**src/rtl/barcode_tx_if.sv**
```systemverilog
// ---------------------------------------------------------------------------
// barcode_tx_if
// Bundles the barcode transmitter's request and line signals.
//   period     : bit-cell length in clocks (master -> slave)
//   send       : one-cycle start strobe (master -> slave)
//   station_ID : ID to transmit (master -> slave)
//   BC         : barcode line, idles high (slave -> master)
//   BC_done    : one-cycle frame-complete pulse (slave -> master)
// ---------------------------------------------------------------------------
interface barcode_tx_if;
    logic [21:0] period;
    logic        send;
    logic [7:0]  station_ID;
    logic        BC;
    logic        BC_done;

    modport slave  (input  period, send, station_ID, output BC, BC_done);
    modport master (output period, send, station_ID, input  BC, BC_done);
endinterface

```
**src/rtl/barcode_tx.sv**
```systemverilog
// ---------------------------------------------------------------------------
// barcode_tx
// Serializes an 8-bit station ID onto a pulse-width-encoded barcode line.
// Each frame is a start cell followed by 8 data cells (MSB first); every
// cell is P clocks long and starts with a falling edge of BC. Low time is
// P>>1 for the start cell, P>>2 for a '1' and P-(P>>2) for a '0'.
//
// Ports:
//   clk    : system clock
//   rst_n  : asynchronous active-low reset
//   bus    : barcode_tx_if.slave (period, send, station_ID, BC, BC_done)
//
// Optional build macro:
//   BARCODE_PARITY_EN : appends a 10th cell carrying odd parity over the
//                       8 data bits, encoded like a data bit.
//
// States:
//   S_IDLE | BC high, waiting for send
//   S_LOW  | low portion of the current cell
//   S_HIGH | high portion of the current cell
//   S_DONE | single cycle, BC_done asserted
// ---------------------------------------------------------------------------
module barcode_tx #(
    parameter int MIN_PERIOD = 8
) (
    input  logic         clk,
    input  logic         rst_n,
    barcode_tx_if.slave  bus
);

    typedef enum logic [1:0] {
        S_IDLE = 2'd0,
        S_LOW  = 2'd1,
        S_HIGH = 2'd2,
        S_DONE = 2'd3
    } state_t;

`ifdef BARCODE_PARITY_EN
    localparam logic [3:0] LAST_CELL = 4'd9;
`else
    localparam logic [3:0] LAST_CELL = 4'd8;
`endif

    state_t      r_state;
    logic [21:0] r_p;
    logic [21:0] r_cnt;
    logic [3:0]  r_cell;
    logic [7:0]  r_shift;
    logic        r_bc;
    logic        r_done;

    state_t      w_state_nxt;
    logic [21:0] w_p_nxt;
    logic [21:0] w_cnt_nxt;
    logic [3:0]  w_cell_nxt;
    logic [7:0]  w_shift_nxt;
    logic        w_bc_nxt;
    logic        w_done_nxt;
    logic [21:0] w_p_in;
    logic        w_bit;
    logic [21:0] w_low;

`ifdef BARCODE_PARITY_EN
    logic        r_par;
    logic        w_par_nxt;
`endif

    always_comb begin
        w_p_in = (bus.period < 22'(MIN_PERIOD)) ? 22'(MIN_PERIOD) : bus.period;
    end

    // Data bit for the current cell: the shift register MSB walks through
    // bits 7..0; the parity cell uses the bit latched at acceptance.
    always_comb begin
`ifdef BARCODE_PARITY_EN
        w_bit = (r_cell == LAST_CELL) ? r_par : r_shift[7];
`else
        w_bit = r_shift[7];
`endif
        if (r_cell == 4'd0) begin
            w_low = r_p >> 1;
        end else if (w_bit) begin
            w_low = r_p >> 2;
        end else begin
            w_low = r_p - (r_p >> 2);
        end
    end

    always_comb begin
        w_state_nxt = r_state;
        w_p_nxt     = r_p;
        w_cnt_nxt   = r_cnt;
        w_cell_nxt  = r_cell;
        w_shift_nxt = r_shift;
`ifdef BARCODE_PARITY_EN
        w_par_nxt   = r_par;
`endif
        case (r_state)
            S_IDLE: begin
                if (bus.send) begin
                    w_state_nxt = S_LOW;
                    w_p_nxt     = w_p_in;
                    w_shift_nxt = bus.station_ID;
                    w_cnt_nxt   = 22'd0;
                    w_cell_nxt  = 4'd0;
`ifdef BARCODE_PARITY_EN
                    w_par_nxt   = ~^bus.station_ID;
`endif
                end
            end
            S_LOW: begin
                // r_cnt counts clocks since the cell's falling edge.
                w_cnt_nxt = r_cnt + 22'd1;
                if (r_cnt == w_low - 22'd1) begin
                    w_state_nxt = S_HIGH;
                end
            end
            S_HIGH: begin
                if (r_cnt == r_p - 22'd1) begin
                    w_cnt_nxt = 22'd0;
                    if (r_cell != 4'd0) begin
                        w_shift_nxt = {r_shift[6:0], 1'b0};
                    end
                    if (r_cell == LAST_CELL) begin
                        w_state_nxt = S_DONE;
                    end else begin
                        w_cell_nxt  = r_cell + 4'd1;
                        w_state_nxt = S_LOW;
                    end
                end else begin
                    w_cnt_nxt = r_cnt + 22'd1;
                end
            end
            S_DONE: begin
                w_state_nxt = S_IDLE;
                w_cnt_nxt   = 22'd0;
                w_cell_nxt  = 4'd0;
            end
            default: begin
                w_state_nxt = S_IDLE;
            end
        endcase

        // Outputs are registered from the next state so BC falls on the
        // edge that accepts send and BC_done aligns with S_DONE.
        w_bc_nxt   = (w_state_nxt != S_LOW);
        w_done_nxt = (w_state_nxt == S_DONE);
    end

    always_ff @(posedge clk or negedge rst_n) begin
        if (!rst_n) begin
            r_state <= S_IDLE;
            r_p     <= 22'd0;
            r_cnt   <= 22'd0;
            r_cell  <= 4'd0;
            r_shift <= 8'd0;
            r_bc    <= 1'b1;
            r_done  <= 1'b0;
        end else begin
            r_state <= w_state_nxt;
            r_p     <= w_p_nxt;
            r_cnt   <= w_cnt_nxt;
            r_cell  <= w_cell_nxt;
            r_shift <= w_shift_nxt;
            r_bc    <= w_bc_nxt;
            r_done  <= w_done_nxt;
        end
    end

`ifdef BARCODE_PARITY_EN
    always_ff @(posedge clk or negedge rst_n) begin
        if (!rst_n) begin
            r_par <= 1'b0;
        end else begin
            r_par <= w_par_nxt;
        end
    end
`endif

    assign bus.BC      = r_bc;
    assign bus.BC_done = r_done;

endmodule

```
**src/flat_wrapper.sv**
```systemverilog
// flat-port wrapper written by rule: the top's interface ports become plain ports
module barcode_tx_flat 
#(
    parameter int MIN_PERIOD = 8
)
  (clk, rst_n, bus_period, bus_send, bus_station_ID, bus_BC, bus_BC_done);
  barcode_tx_if bus_i ();
  input  logic clk;
  input  logic rst_n;
  input wire logic [$bits(bus_i.period)-1:0] bus_period;
  input wire logic [$bits(bus_i.send)-1:0] bus_send;
  input wire logic [$bits(bus_i.station_ID)-1:0] bus_station_ID;
  output wire logic [$bits(bus_i.BC)-1:0] bus_BC;
  output wire logic [$bits(bus_i.BC_done)-1:0] bus_BC_done;
  assign bus_i.period = bus_period;
  assign bus_i.send = bus_send;
  assign bus_i.station_ID = bus_station_ID;
  assign bus_BC = bus_i.BC;
  assign bus_BC_done = bus_i.BC_done;
  barcode_tx #(.MIN_PERIOD(MIN_PERIOD)) u_core (.clk(clk), .rst_n(rst_n), .bus(bus_i));
endmodule
```
**config.mk**
```make
export PLATFORM = sky130hd
export DESIGN_NAME = barcode_tx_flat
export DESIGN_NICKNAME = d
export VERILOG_FILES = /design/src/rtl/barcode_tx_if.sv /design/src/rtl/barcode_tx.sv /design/src/flat_wrapper.sv
export SDC_FILE = /design/constraint.sdc
export NUM_CORES = 1
export LEC_CHECK = 0
export BUFFER_PORTS_ARGS = -buffer_cell sky130_fd_sc_hd__buf_2
export CAP_MARGIN = 30
export CELL_PAD_IN_SITES_DETAIL_PLACEMENT = 1
export CELL_PAD_IN_SITES_GLOBAL_PLACEMENT = 1
export CORE_MARGIN = 1.5
export CORE_UTILIZATION = 43
export CTS_CLUSTER_SIZE = 12
export DETAILED_ROUTE_END_ITERATION = 8
export GPL_TIMING_DRIVEN = 1
export PLACE_DENSITY_LB_ADDON = 0.15
export SYNTH_ARGS = -nofsm -noshare
export SYNTH_HDL_FRONTEND = slang
export SYNTH_SLANG_ARGS = --single-unit
export TNS_END_PERCENT = 10
```
**constraint.sdc**
```tcl
create_clock -name clk -period 4.41 [get_ports clk]
set_input_delay 1.323 -clock clk [delete_from_list [all_inputs] [get_ports clk]]
set_output_delay 1.323 -clock clk [all_outputs]
set_load 0.1 [all_outputs]
```
==> summary.md, run 1 <==
| Metric | Value |
|---|---|
| Status | finished, final reports clean |
| Clk_skew | 0.00952 ns |
| Simple-Gate Fraction of Synth Area | 26.4% |
| Final WL | 22700 um |
| Antenna-violating nets left | 0 |
| Hold depth | 2 |
| Layout overhead on the synthesized area | 15.3% |
| Max-Slew Margin vs Limit | 46.2% |
| Clock Root Buffer | clkbuf_16 |
| Compound-cell area share of the yosys netlist | 24.9% |
| Period Utilization, post-route | 96.2% |
| GPL Wtd Cong | 0.891 |
| RR Startpoint | u_core.r_p[11]$_DFFE_PN0P_ |
| Overflow left after global routing | 0 |
| Actual transition at the worst max-transition pin | 0.806 ns |
| Clk sinks | 60 |
| Pwr Total | 5.80 mW |
| Post-Syn Instances | 822 |
| Clk Latency, worst-skew pair | 0.36 ns |
| Worst endpoint data arrival time | 4.51 ns |
| CTS tree | done |
| Diodes inserted | 0 |
| RR Endpoint | u_core.bus.BC_done$_DFF_PN0_ |
| Most frequent cells in the layout | nand2_1 (80), o21ai_0 (62), dfrtp_1 (53) |
| Hold worst-path end | u_core.r_shift[3]$_DFFE_PN0P_ |
| Portion of netlist area occupied by mux cells | 6.56% |
| Peak supply drop | 0.306 mV |
| Sequential share of power | 16.1% |
| R2R setup slack | 0.17 ns |
| Final Max Tran Viols | 0 |
| Int Power | 2.84 mW |
| Crit start category | flop |
| Hold_sp | u_core.r_shift[3]$_DFFE_PN0P_ |
| Asr flop ratio synth | 100% |
| Synthesis-stage register bit count | 60 |
| Largest net degree at the start of global routing | 39 |
| Top_reg_cell synth | dfrtp_1 |
| Fin. Hold Viols | 0 |
| Post-Synth XOR/XNOR Area | 7.24% |
| Drt pass-1 iters | 5 |
| Drt drc | 0 |
| Fin crit period | 4.24 ns |
| Cts hold-fix bufs | 0 |
| Buffers on Ports | 34 |
| Switching share of power | 51.0% |
| First-pass GRT wire length | 36200 um |
| Initial antenna violation count | 0 |
| Rows | 44 |
| Core area | 0.0145 mm^2 |
| Clk slew on worst S/H paths | 0.06 ns |
| Vias in the first global route | 6961 |
| Initial Util | 44.1% |
| Static Leakage | 3.02 nW |
| R2R cell count | 16 |
| Die extent in y | 125 um |
| Nets | 925 |
| Distinct cells, synth | 85 |
| Comb pwr share | 69.8% |
| Vias per std cell | 6.31 |
| Syn Nets | 884 |
| Crit path required time | 4.68 ns |
| DR vias | 6636 |
| Crit path kind | flop to flop |
| Avg Synthesized Cell Area | 7.80 um^2 |
| H-tree Lvls | 3 |
| Sequential fraction of the synthesis area | 23.4% |
| Layout cell share with drive strength beyond 1 | 21.0% |
| DP HPWL | 17200 um |
| Die area | 0.0157 mm^2 |
| Power Dens Cells | 785 mW/mm^2 |
| GRT Overall Usage | 28.8% |
| Final WS setup | 0.168 ns |
| Synth Cell Area | 0.00641 mm^2 |
| DRT iter0 DRCs | 473 |
| Area share of fa/ha/maj cells after synthesis | 5.78% |
| Pre-CTS setup slack | 0.0306 ns |
| Inserted Clock Buffers | 9 |
| Number of max-cap violations | 0 |
| Clock share of power | 14.1% |
| WL/cell | 21.6 um |
| CP Capture Type | flop |
| Crit Path Max Fanout | 10 |
| Setup violations, final | 0 |
| CTS max path bufs | 2 |
| Number of synthesized flops with an enable pin | 0 |
| Most common cell after layout, fill and taps aside | nand2_1 |
| Synth warn | 0 |
| Worst hold path type | flop to flop |
| Net Switching | 2.96 mW |
| Largest family of logic cells by synthesized area | simple AND/OR/NAND/NOR gates |
| IO Pins | 35 |
| Die X | 125 um |
| Fmax | 236 MHz |
## worst max-delay path: stages (launching register included)
cell       delay [ns]
dfrtp_1          0.39
inv_1            0.13
ha_2             0.36
a211oi_1         0.34
o21bai_1         0.16
or3b_1           0.40
mux2i_1          0.13
nand2b_1         0.26
nand3b_1         0.14
or4_4            0.44
buf_4            0.18
or4_1            0.51
nand4_1          0.11
o211ai_1         0.09
and4bb_4         0.23
o21ai_2          0.15
o2bb2ai_1        0.14
## sequential cells by signal, indices dropped and copies added (netlist names)
signal and flops:
u_core.r_cnt 22, u_core.r_p 22, u_core.r_shift 8, u_core.r_cell 4, u_core.r_state 2, u_core.bus.BC 1
u_core.bus.BC_done 1
## metrics by stage
step	cells	utilization (%)	setup TNS [ns]	hold WS [ns]	area [um^2]
3_3_place_gp	1031	47.6	0	0.461	6910
5_1_grt	1052	50.9	-0.00869	0.523	7390
6_report	1052	50.9	0	0.489	7390
4_1_cts	1048	49.9	0	0.488	7250
3_5_place_dp	1031	47.6	0	0.474	6910
2_1_floorplan	822	-	0	0.450	6410
## power by group through the flow
stage / Sequential [mW] / Combinational (mW) / Clock (mW)
after floorplan: 0.907 / 2.66 / 0
after global placement: 0.912 / 3.60 / 0
after detailed placement: 0.927 / 3.72 / 0
after CTS: 0.920 / 3.78 / 0.832
after global routing: 0.959 / 4.40 / 0.849
final: 0.935 / 4.05 / 0.817
## cell families after synthesis
| logic type | count (synthesis) |
|---|---|
| xor gates and xnor gates | 53 |
| buffers and inverters | 84 |
| DFF | 60 |
| muxes | 39 |
| and+or+nand+nor | 310 |
| adders and majority gates | 29 |
| AOI/OAI and AO/OA | 247 |
## cells in the mapped netlist, types with 9 or more instances
cell,number,area share [%]
buf_2,13,1.0
xor2_1,18,2.5
inv_1,31,1.8
clkbuf_1,30,1.8
nor4_1,9,0.88
o21ai_1,18,1.4
and3_1,23,2.2
ha_1,28,5.5
nand4_1,28,2.7
nor3_1,29,2.3
nand2b_1,12,1.2
o211ai_1,14,1.6
nand2_1,80,4.7
o21ai_0,63,4.9
o22ai_1,10,0.98
mux2i_1,15,2.3
dfrtp_1,59,23
nand3_1,17,1.3
xnor2_1,35,4.8
a21oi_1,48,3.7
a31oi_1,9,0.88
mux2_2,24,4.2
nor2_1,47,2.8
## routing by layer
metal | vias up | part of all wire [%] | track usage (%)
met4 | 0 | 2.4 | 10.0
met1 | 3323 | 46 | 38.2
li1 | 3135 | - | -
met2 | 138 | 47 | 47.4
met5 | - | 0 | 0
met3 | 40 | 4.0 | 4.92
## worst max path at each step
stage | start | end | cells past startpoint
after floorplan | u_core.r_p[0]$_DFFE_PN0P_ | u_core.bus.BC_done$_DFF_PN0_ | 17
after global placement | u_core.r_p[0]$_DFFE_PN0P_ | u_core.bus.BC_done$_DFF_PN0_ | 17
after detailed placement | u_core.r_p[0]$_DFFE_PN0P_ | u_core.bus.BC_done$_DFF_PN0_ | 17
after CTS | u_core.r_p[0]$_DFFE_PN0P_ | u_core.bus.BC_done$_DFF_PN0_ | 17
after global routing | u_core.r_p[7]$_DFFE_PN0P_ | u_core.bus.BC_done$_DFF_PN0_ | 16
final | u_core.r_p[11]$_DFFE_PN0P_ | u_core.bus.BC_done$_DFF_PN0_ | 16
## cell type report
class                           instances  area [um^2]
Fill cell                            1835         7140
Timing Repair Buffer                   82          543
Tap cell                              184          230
Inverter                               32          120
Multi-Input combinational cell        678         4660
Clock inverter                          7          106
Sequential cell                        60         1510
Clock buffer                            9          225
## repair_timing
action / CTS / global route
buffers inserted: 1 / 4
pin swaps: 0 / 4
setup endpoints to repair: 1 / 4
resized for setup: 0 / 29
No activity file was read; power rests on OpenSTA's default activity.
==> inputs of run 2 (changes only) <==
--- a/config.mk
+++ b/config.mk
@@ -13,7 +13,7 @@
 export CORE_UTILIZATION = 43
 export CTS_CLUSTER_SIZE = 12
 export DETAILED_ROUTE_END_ITERATION = 8
-export GPL_TIMING_DRIVEN = 1
+export GPL_TIMING_DRIVEN = 0
 export PLACE_DENSITY_LB_ADDON = 0.15
 export SYNTH_ARGS = -nofsm -noshare
 export SYNTH_HDL_FRONTEND = slang
==> run 2 against run 1 <==
Net effect: sequential power fell by 1%; first-iteration DRC count rose by 16%; sequential share of layout area fell by 1.3 points; worst hold slack got worse by 0.0036 ns; count of clock-buffer cells in the layout rose by 1; setup slack got worse by 0.13 ns.
==> summary.md, run 2 (same netlist as run 1, synthesis figures left out) <==
| Metric | Value |
|---|---|
| Worst endpoint data arrival time | 4.60 ns |
| Buffers on Ports | 34 |
| Crit path kind | flop to flop |
| Initial antenna violation count | 0 |
| Inserted Clock Buffers | 9 |
| GPL Wtd Cong | 0.941 |
| CP cell instances | inv_1 -> ha_2 -> a21oi_1 -> a21oi_4 -> a211oi_2 -> xnor2_1 -> o221a_2 -> or4_4 -> buf_6 -> or3_4 -> a211oi_2 -> o211ai_1 -> and4bb_4 -> o21ai_2 -> o2bb2ai_1 |
| CTS tree | done |
| Largest net degree at the start of global routing | 32 |
| Layout overhead on the synthesized area | 23.7% |
| CTS max path bufs | 2 |
| Static Leakage | 3.20 nW |
| Final WL | 24700 um |
| Peak supply drop | 0.431 mV |
| Slowest Stage Delay on Critical Path | 0.51 ns |
| Rows | 44 |
| Die extent in y | 125 um |
| Layout cell share with drive strength beyond 1 | 26.7% |
| Antenna-violating nets left | 0 |
| Diodes inserted | 0 |
| Cts hold-fix bufs | 0 |
| Clk_skew | 0.0106 ns |
| Fill count | 1774 |
| Final WS setup | 0.0423 ns |
| Actual transition at the worst max-transition pin | 0.798 ns |
| First-pass GRT wire length | 37600 um |
| Overflow left after global routing | 0 |
| Max-Slew Margin vs Limit | 46.8% |
| Core area | 0.0145 mm^2 |
| Clk sinks | 60 |
| H-tree Lvls | 3 |
| CP Capture Type | flop |
| Crit Path Max Fanout | 6 |
| Clk slew on worst S/H paths | 0.06 ns |
| Fin crit period | 4.37 ns |
| Drt drc | 0 |
| Initial Util | 44.1% |
| IO Pins | 35 |
| Pwr Total | 6.38 mW |
| Nets | 977 |
| Number of max-cap violations | 0 |
| Setup_tns | 0 ns |
| Fmax | 229 MHz |
| Vias per std cell | 6.33 |
| Clock Root Buffer | clkbuf_16 |
| Worst hold path type | flop to flop |
| Period Utilization, post-route | 99.0% |
| Final Max Tran Viols | 0 |
| Setup violations, final | 0 |
| RSZ-0062 raised after global routing | true |
| Power Dens Cells | 804 mW/mm^2 |
| Vias in the first global route | 7166 |
| Clk Latency, worst-skew pair | 0.35 ns |
| CP top delay family | compound AO/OA/AOI/OAI gates |
| R2R setup slack | 0.04 ns |
| Critical-path top delay cell | a21oi_1 |
| GRT Overall Usage | 29.9% |
| Die area | 0.0157 mm^2 |
| Crit path required time | 4.64 ns |
| WP buf/inv | 2 |
| DP HPWL | 17800 um |
| Most used cell, CP | a211oi_2 |
| Pre-CTS setup slack | -0.466 ns |
| WL/cell | 22.3 um |
| Status | finished, final reports clean |
| Die X | 125 um |
| DRT iter0 DRCs | 550 |
| DR vias | 6983 |
| Biggest regs | u_core.r_cnt: 22 flops, u_core.r_p: 22 flops, u_core.r_shift: 8 flops |
| Drt pass-1 iters | 5 |
| Fin. Hold Viols | 0 |
| Most common cell after layout, fill and taps aside | nand2_1 |
| Crit start category | flop |
| Most frequent cells in the layout | nand2_1 (80), o21ai_0 (59), buf_4 (53) |
-- run 2: cell count changes in the layout (fill, tap and decap cells not counted), sizes merged --
| cell | previous run | this run |
|---|---|---|
| clkinv | 3 | 1 |
| bufinv | 2 | 3 |
| clkinvlp | 0 | 3 |
| inv | 34 | 31 |
| buf | 82 | 105 |
| clkbuf | 9 | 39 |
-- run 2: final timing paths --
kind                                               start                       endpoint  cells after the start
min reg2reg                u_core.r_shift[4]$_DFFE_PN0P_  u_core.r_shift[4]$_DFFE_PN0P_                      2
max reg2reg                    u_core.r_p[6]$_DFFE_PN0P_   u_core.bus.BC_done$_DFF_PN0_                     15
min                        u_core.r_shift[4]$_DFFE_PN0P_  u_core.r_shift[4]$_DFFE_PN0P_                      2
max                            u_core.r_p[6]$_DFFE_PN0P_   u_core.bus.BC_done$_DFF_PN0_                     15
max in group asynchronous                          rst_n        u_core.bus.BC$_DFF_PN1_                      2
min in group asynchronous                          rst_n  u_core.r_shift[2]$_DFFE_PN0P_                      1
-- run 2: worst reg2reg max path: cells and delay by family (launching register included) --
family / cells / cell delay, ns
adder cells (fa/ha/maj): 1 / 0.34
XOR/XNOR: 1 / 0.09
AO/OA/AOI/OAI: 8 / 1.86
flip-flops: 1 / 0.42
AND/OR/NAND/NOR: 3 / 1.24
buffers and inverters: 2 / 0.28
-- run 2: cell type report --
cell class | count | area, um^2 | share of cell area [%]
tap | 184 | 230 | 2.90
inverter | 32 | 126 | 1.59
multi-input combinational | 678 | 4870 | 61.3
sequential | 60 | 1520 | 19.2
buffer | 51 | 284 | 3.58
timing repair buffer | 83 | 563 | 7.10
clock buffer | 10 | 229 | 2.89
clock inverter | 6 | 114 | 1.43
-- run 2: per-layer routing --
| metal | vias to the layer above | wire length, um | GRT usage (%) |
|---|---|---|---|
| met2 | 207 | 11900 | 50.0 |
| met1 | 3448 | 10600 | 38.0 |
| met5 | - | 0 | 0 |
| met3 | 74 | 1080 | 3.98 |
| li1 | 3254 | - | - |
| met4 | 0 | 1150 | 14.6 |
-- run 2: report_power, final --
group	leakage (nW)	internal, mW	switching [mW]
clock	0.159	0.553	0.290
combinational	2.29	1.85	2.76
sequential	0.754	0.724	0.201
-- run 2: through the flow --
stage                     cells  hold WS, ns  cell area, um^2  util, %
after detailed placement   1041        0.474             6830     47.0
after CTS                  1061        0.487             7330     50.4
after global routing       1104        0.498             7940     54.6
final                      1104        0.485             7940     54.6
after global placement     1040        0.462             6810     46.9
after floorplan             822        0.450             6410        -
-- run 2: timing repair --
| item | CTS | global route |
|---|---|---|
| gates resized for setup | 39 | 76 |
| pin swaps | 4 | 26 |
| setup endpoints to repair | 8 | 33 |
| buffers inserted | 5 | 43 |
==> inputs of run 3 (changes only) <==
--- a/config.mk
+++ b/config.mk
@@ -6,7 +6,7 @@
 export NUM_CORES = 1
 export LEC_CHECK = 0
 export BUFFER_PORTS_ARGS = -buffer_cell sky130_fd_sc_hd__buf_2
-export CAP_MARGIN = 30
+export CAP_MARGIN = 15
 export CELL_PAD_IN_SITES_DETAIL_PLACEMENT = 1
 export CELL_PAD_IN_SITES_GLOBAL_PLACEMENT = 1
 export CORE_MARGIN = 1.5
==> constraint.sdc (replaced) <==
create_clock -name clk -period 3.7 [get_ports clk]
set_input_delay 1.11 -clock clk [delete_from_list [all_inputs] [get_ports clk]]
set_output_delay 1.11 -clock clk [all_outputs]
set_load 0.1 [all_outputs]
==> run 3 against run 2 <==
Net effect: the run now ends with negative setup slack left; final cell count rose by 2.7%; critical endpoint unchanged; worst hold slack gained 0.015 ns; non-clock buffer count increased by 30; clock power down 2%; maximum frequency grew 4.4%; clock skew is 0.00056 ns lower; cell area grew 7.2%; die area unchanged; global-route usage increased by 3.0 points; setup slack worse by 0.52 ns; critical path depth up 2; combinational power rose by 41%.
==> summary.md, run 3 (same netlist as run 1, synthesis figures left out) <==
| Metric | Value |
|---|---|
| Status | finished, violations left |
| Failing checks | negative setup slack |
| Clk Latency, worst-skew pair | 0.35 ns |
| DRT iter0 DRCs | 471 |
| Met3 Routed Length | 1200 um |
| Critical-path top delay cell | or4_1 |
| Overflow left after global routing | 0 |
| Core area | 0.0145 mm^2 |
| Vias per std cell | 6.42 |
| Rows | 44 |
| Largest net degree at the start of global routing | 33 |
| Sequential share of power | 13.0% |
| Max-Slew Margin vs Limit | 48.8% |
| RR Endpoint | u_core.bus.BC_done$_DFF_PN0_ |
| CTS tree | done |
| Final Max Tran Viols | 0 |
| Static Leakage | 3.45 nW |
| Drt drc | 0 |
| Most used cell, CP | or4_1 |
| Clk_skew | 0.0101 ns |
| CTS max path bufs | 2 |
| Vias in the first global route | 7600 |
| Clock share of power | 9.9% |
| Uppermost routed layer | met4 |
| Hold_sp | u_core.r_shift[1]$_DFFE_PN0P_ |
| Most common cell after layout, fill and taps aside | buf_4 |
| Net Switching | 4.28 mW |
| Biggest regs | u_core.r_cnt: 22 flops, u_core.r_p: 22 flops, u_core.r_shift: 8 flops |
| Buffers on Ports | 34 |
| Power Dens Cells | 990 mW/mm^2 |
| Layout overhead on the synthesized area | 32.7% |
| DR WL met2 | 12700 um |
| CP Capture Type | flop |
| Layout cell share with drive strength beyond 1 | 34.3% |
| Worst endpoint data arrival time | 4.41 ns |
| Crit path kind | flop to flop |
| Fin. Hold Viols | 0 |
| GPL Wtd Cong | 0.940 |
| Setup violations, final | 26 |
| Die extent in y | 125 um |
| GRT Overall Usage | 32.9% |
| IO Pins | 35 |
| Met1 Wirelength | 11300 um |
| Crit Path Max Fanout | 6 |
| Nets | 1007 |
| Final WL | 26200 um |
| Hold worst-path end | u_core.r_shift[1]$_DFFE_PN0P_ |
| Crit path required time | 3.93 ns |
| Peak supply drop | 0.329 mV |
| RR Startpoint | u_core.r_p[4]$_DFFE_PN0P_ |
| Hold depth | 2 |
| Slowest Stage Delay on Critical Path | 0.55 ns |
| First-pass GRT wire length | 40900 um |
| Fmax | 239 MHz |
| Clk slew on worst S/H paths | 0.06 ns |
| Int Power | 4.14 mW |
| Clock Root Buffer | clkbuf_16 |
| Period Utilization, post-route | 113% |
| Inserted Clock Buffers | 9 |
| CP cell instances | clkbuf_8 -> inv_2 -> ha_4 -> o211a_1 -> a21boi_0 -> or4_1 -> a32oi_2 -> buf_6 -> nand3_4 -> nor2_4 -> xnor2_1 -> or4_1 -> a21oi_1 -> o211ai_1 -> and4bb_4 -> o21ai_2 -> o2bb2ai_2 |
| Comb pwr share | 77.1% |
| Antenna-violating nets left | 0 |
| Fill count | 1742 |
| RSZ-0062 raised after global routing | true |
| CP top delay family | simple AND/OR/NAND/NOR gates |
| Final WS setup | -0.482 ns |
| Initial antenna violation count | 0 |
| Initial Util | 44.1% |
| Clk sinks | 60 |
| WP buf/inv | 3 |
| R2R cell count | 17 |
| WHS | 0.500 ns |
| Fin crit period | 4.18 ns |
| Cts hold-fix bufs | 0 |
| Actual transition at the worst max-transition pin | 0.769 ns |
| Worst hold path type | flop to flop |
| H-tree Lvls | 3 |
| DP HPWL | 17600 um |
| Drt pass-1 iters | 5 |
| Die X | 125 um |
| Number of max-cap violations | 0 |
| Final core occ | 58.5% |
| R2R setup slack | -0.48 ns |
| Switching share of power | 50.8% |
| Most frequent cells in the layout | buf_4 (78), nand2_1 (77), nor2_1 (44) |
| Die area | 0.0157 mm^2 |
| DR vias | 7280 |
| Diodes inserted | 0 |
| WL/cell | 23.1 um |
| Crit start category | flop |
run 3: cell count changes in the layout (fill, tap and decap cells not counted), sizes merged:
cell | before | now
clkbuf | 39 | 41
clkinvlp | 3 | 0
inv | 31 | 32
clkinv | 1 | 2
buf | 105 | 137
bufinv | 3 | 0
run 3: power groups by stage:
stage | logic (mW) | registers, mW | clock network [mW]
after detailed placement | 4.32 | 1.17 | 0
final | 6.50 | 1.10 | 0.829
after floorplan | 3.26 | 1.08 | 0
after global routing | 6.93 | 1.11 | 0.857
after CTS | 5.62 | 1.08 | 0.835
after global placement | 4.14 | 1.15 | 0
run 3: worst register-to-register path, stage by stage, from the launching register on:
cell       delay (ns)
dfrtp_1          0.40
clkbuf_8         0.16
inv_2            0.08
ha_4             0.21
o211a_1          0.24
a21boi_0         0.18
or4_1            0.55
a32oi_2          0.28
buf_6            0.17
nand3_4          0.10
nor2_4           0.22
xnor2_1          0.08
or4_1            0.42
a21oi_1          0.21
o211ai_1         0.13
and4bb_4         0.41
o21ai_2          0.08
o2bb2ai_2        0.13
run 3: worst max-delay path by stage:
stage | end | startpoint | slack, ns | cells after the start
3_3_place_gp | u_core.bus.BC_done$_DFF_PN0_ | u_core.r_cell[0]$_DFFE_PN0P_ | -1.01 | 18
6_report | u_core.bus.BC_done$_DFF_PN0_ | u_core.r_p[4]$_DFFE_PN0P_ | -0.48 | 17
2_1_floorplan | u_core.bus.BC_done$_DFF_PN0_ | u_core.r_p[0]$_DFFE_PN0P_ | -0.16 | 17
4_1_cts | u_core.bus.BC_done$_DFF_PN0_ | u_core.r_p[2]$_DFFE_PN0P_ | -0.40 | 17
3_5_place_dp | u_core.bus.BC_done$_DFF_PN0_ | u_core.r_cell[0]$_DFFE_PN0P_ | -1.18 | 18
5_1_grt | u_core.bus.BC_done$_DFF_PN0_ | u_core.r_cell[0]$_DFFE_PN0P_ | -0.59 | 18
run 3: metal layers:
layer / up-vias / global-route usage (%)
li1: 3306 / -
met1: 3685 / 41.8
met2: 214 / 55.4
met3: 75 / 4.96
met4: 0 / 14.6
met5: - / 0
run 3: through the flow:
stage	power [mW]	cells	setup TNS (ns)	area [um^2]	worst slack, ns
after global routing	8.90	1134	-7.04	8510	-0.590
after CTS	7.53	1119	-1.67	8140	-0.402
after detailed placement	5.49	1041	-23.07	6900	-1.18
final	8.42	1134	-2.55	8510	-0.482
after floorplan	4.34	822	-0.371	6480	-0.158
after global placement	5.29	1040	-18.07	6880	-1.01
run 3: repair_timing:
action                     in CTS  in global routing
setup endpoints to repair      38                 37
buffers inserted               62                 17
gates cloned                    0                  0
pin swaps                      34                 27
gates resized for setup       133                 73
run 3: area by class of cell:
class | instances | area [um^2] | area share [%]
clock inverters | 2 | 10.0 | 0.118
well taps | 184 | 230 | 2.71
inverters | 32 | 123 | 1.44
flip-flops and latches | 60 | 1520 | 17.9
repair buffers | 114 | 802 | 9.43
plain buffers | 50 | 338 | 3.97
multi-input cells | 678 | 5210 | 61.2
clock buffers | 14 | 274 | 3.22
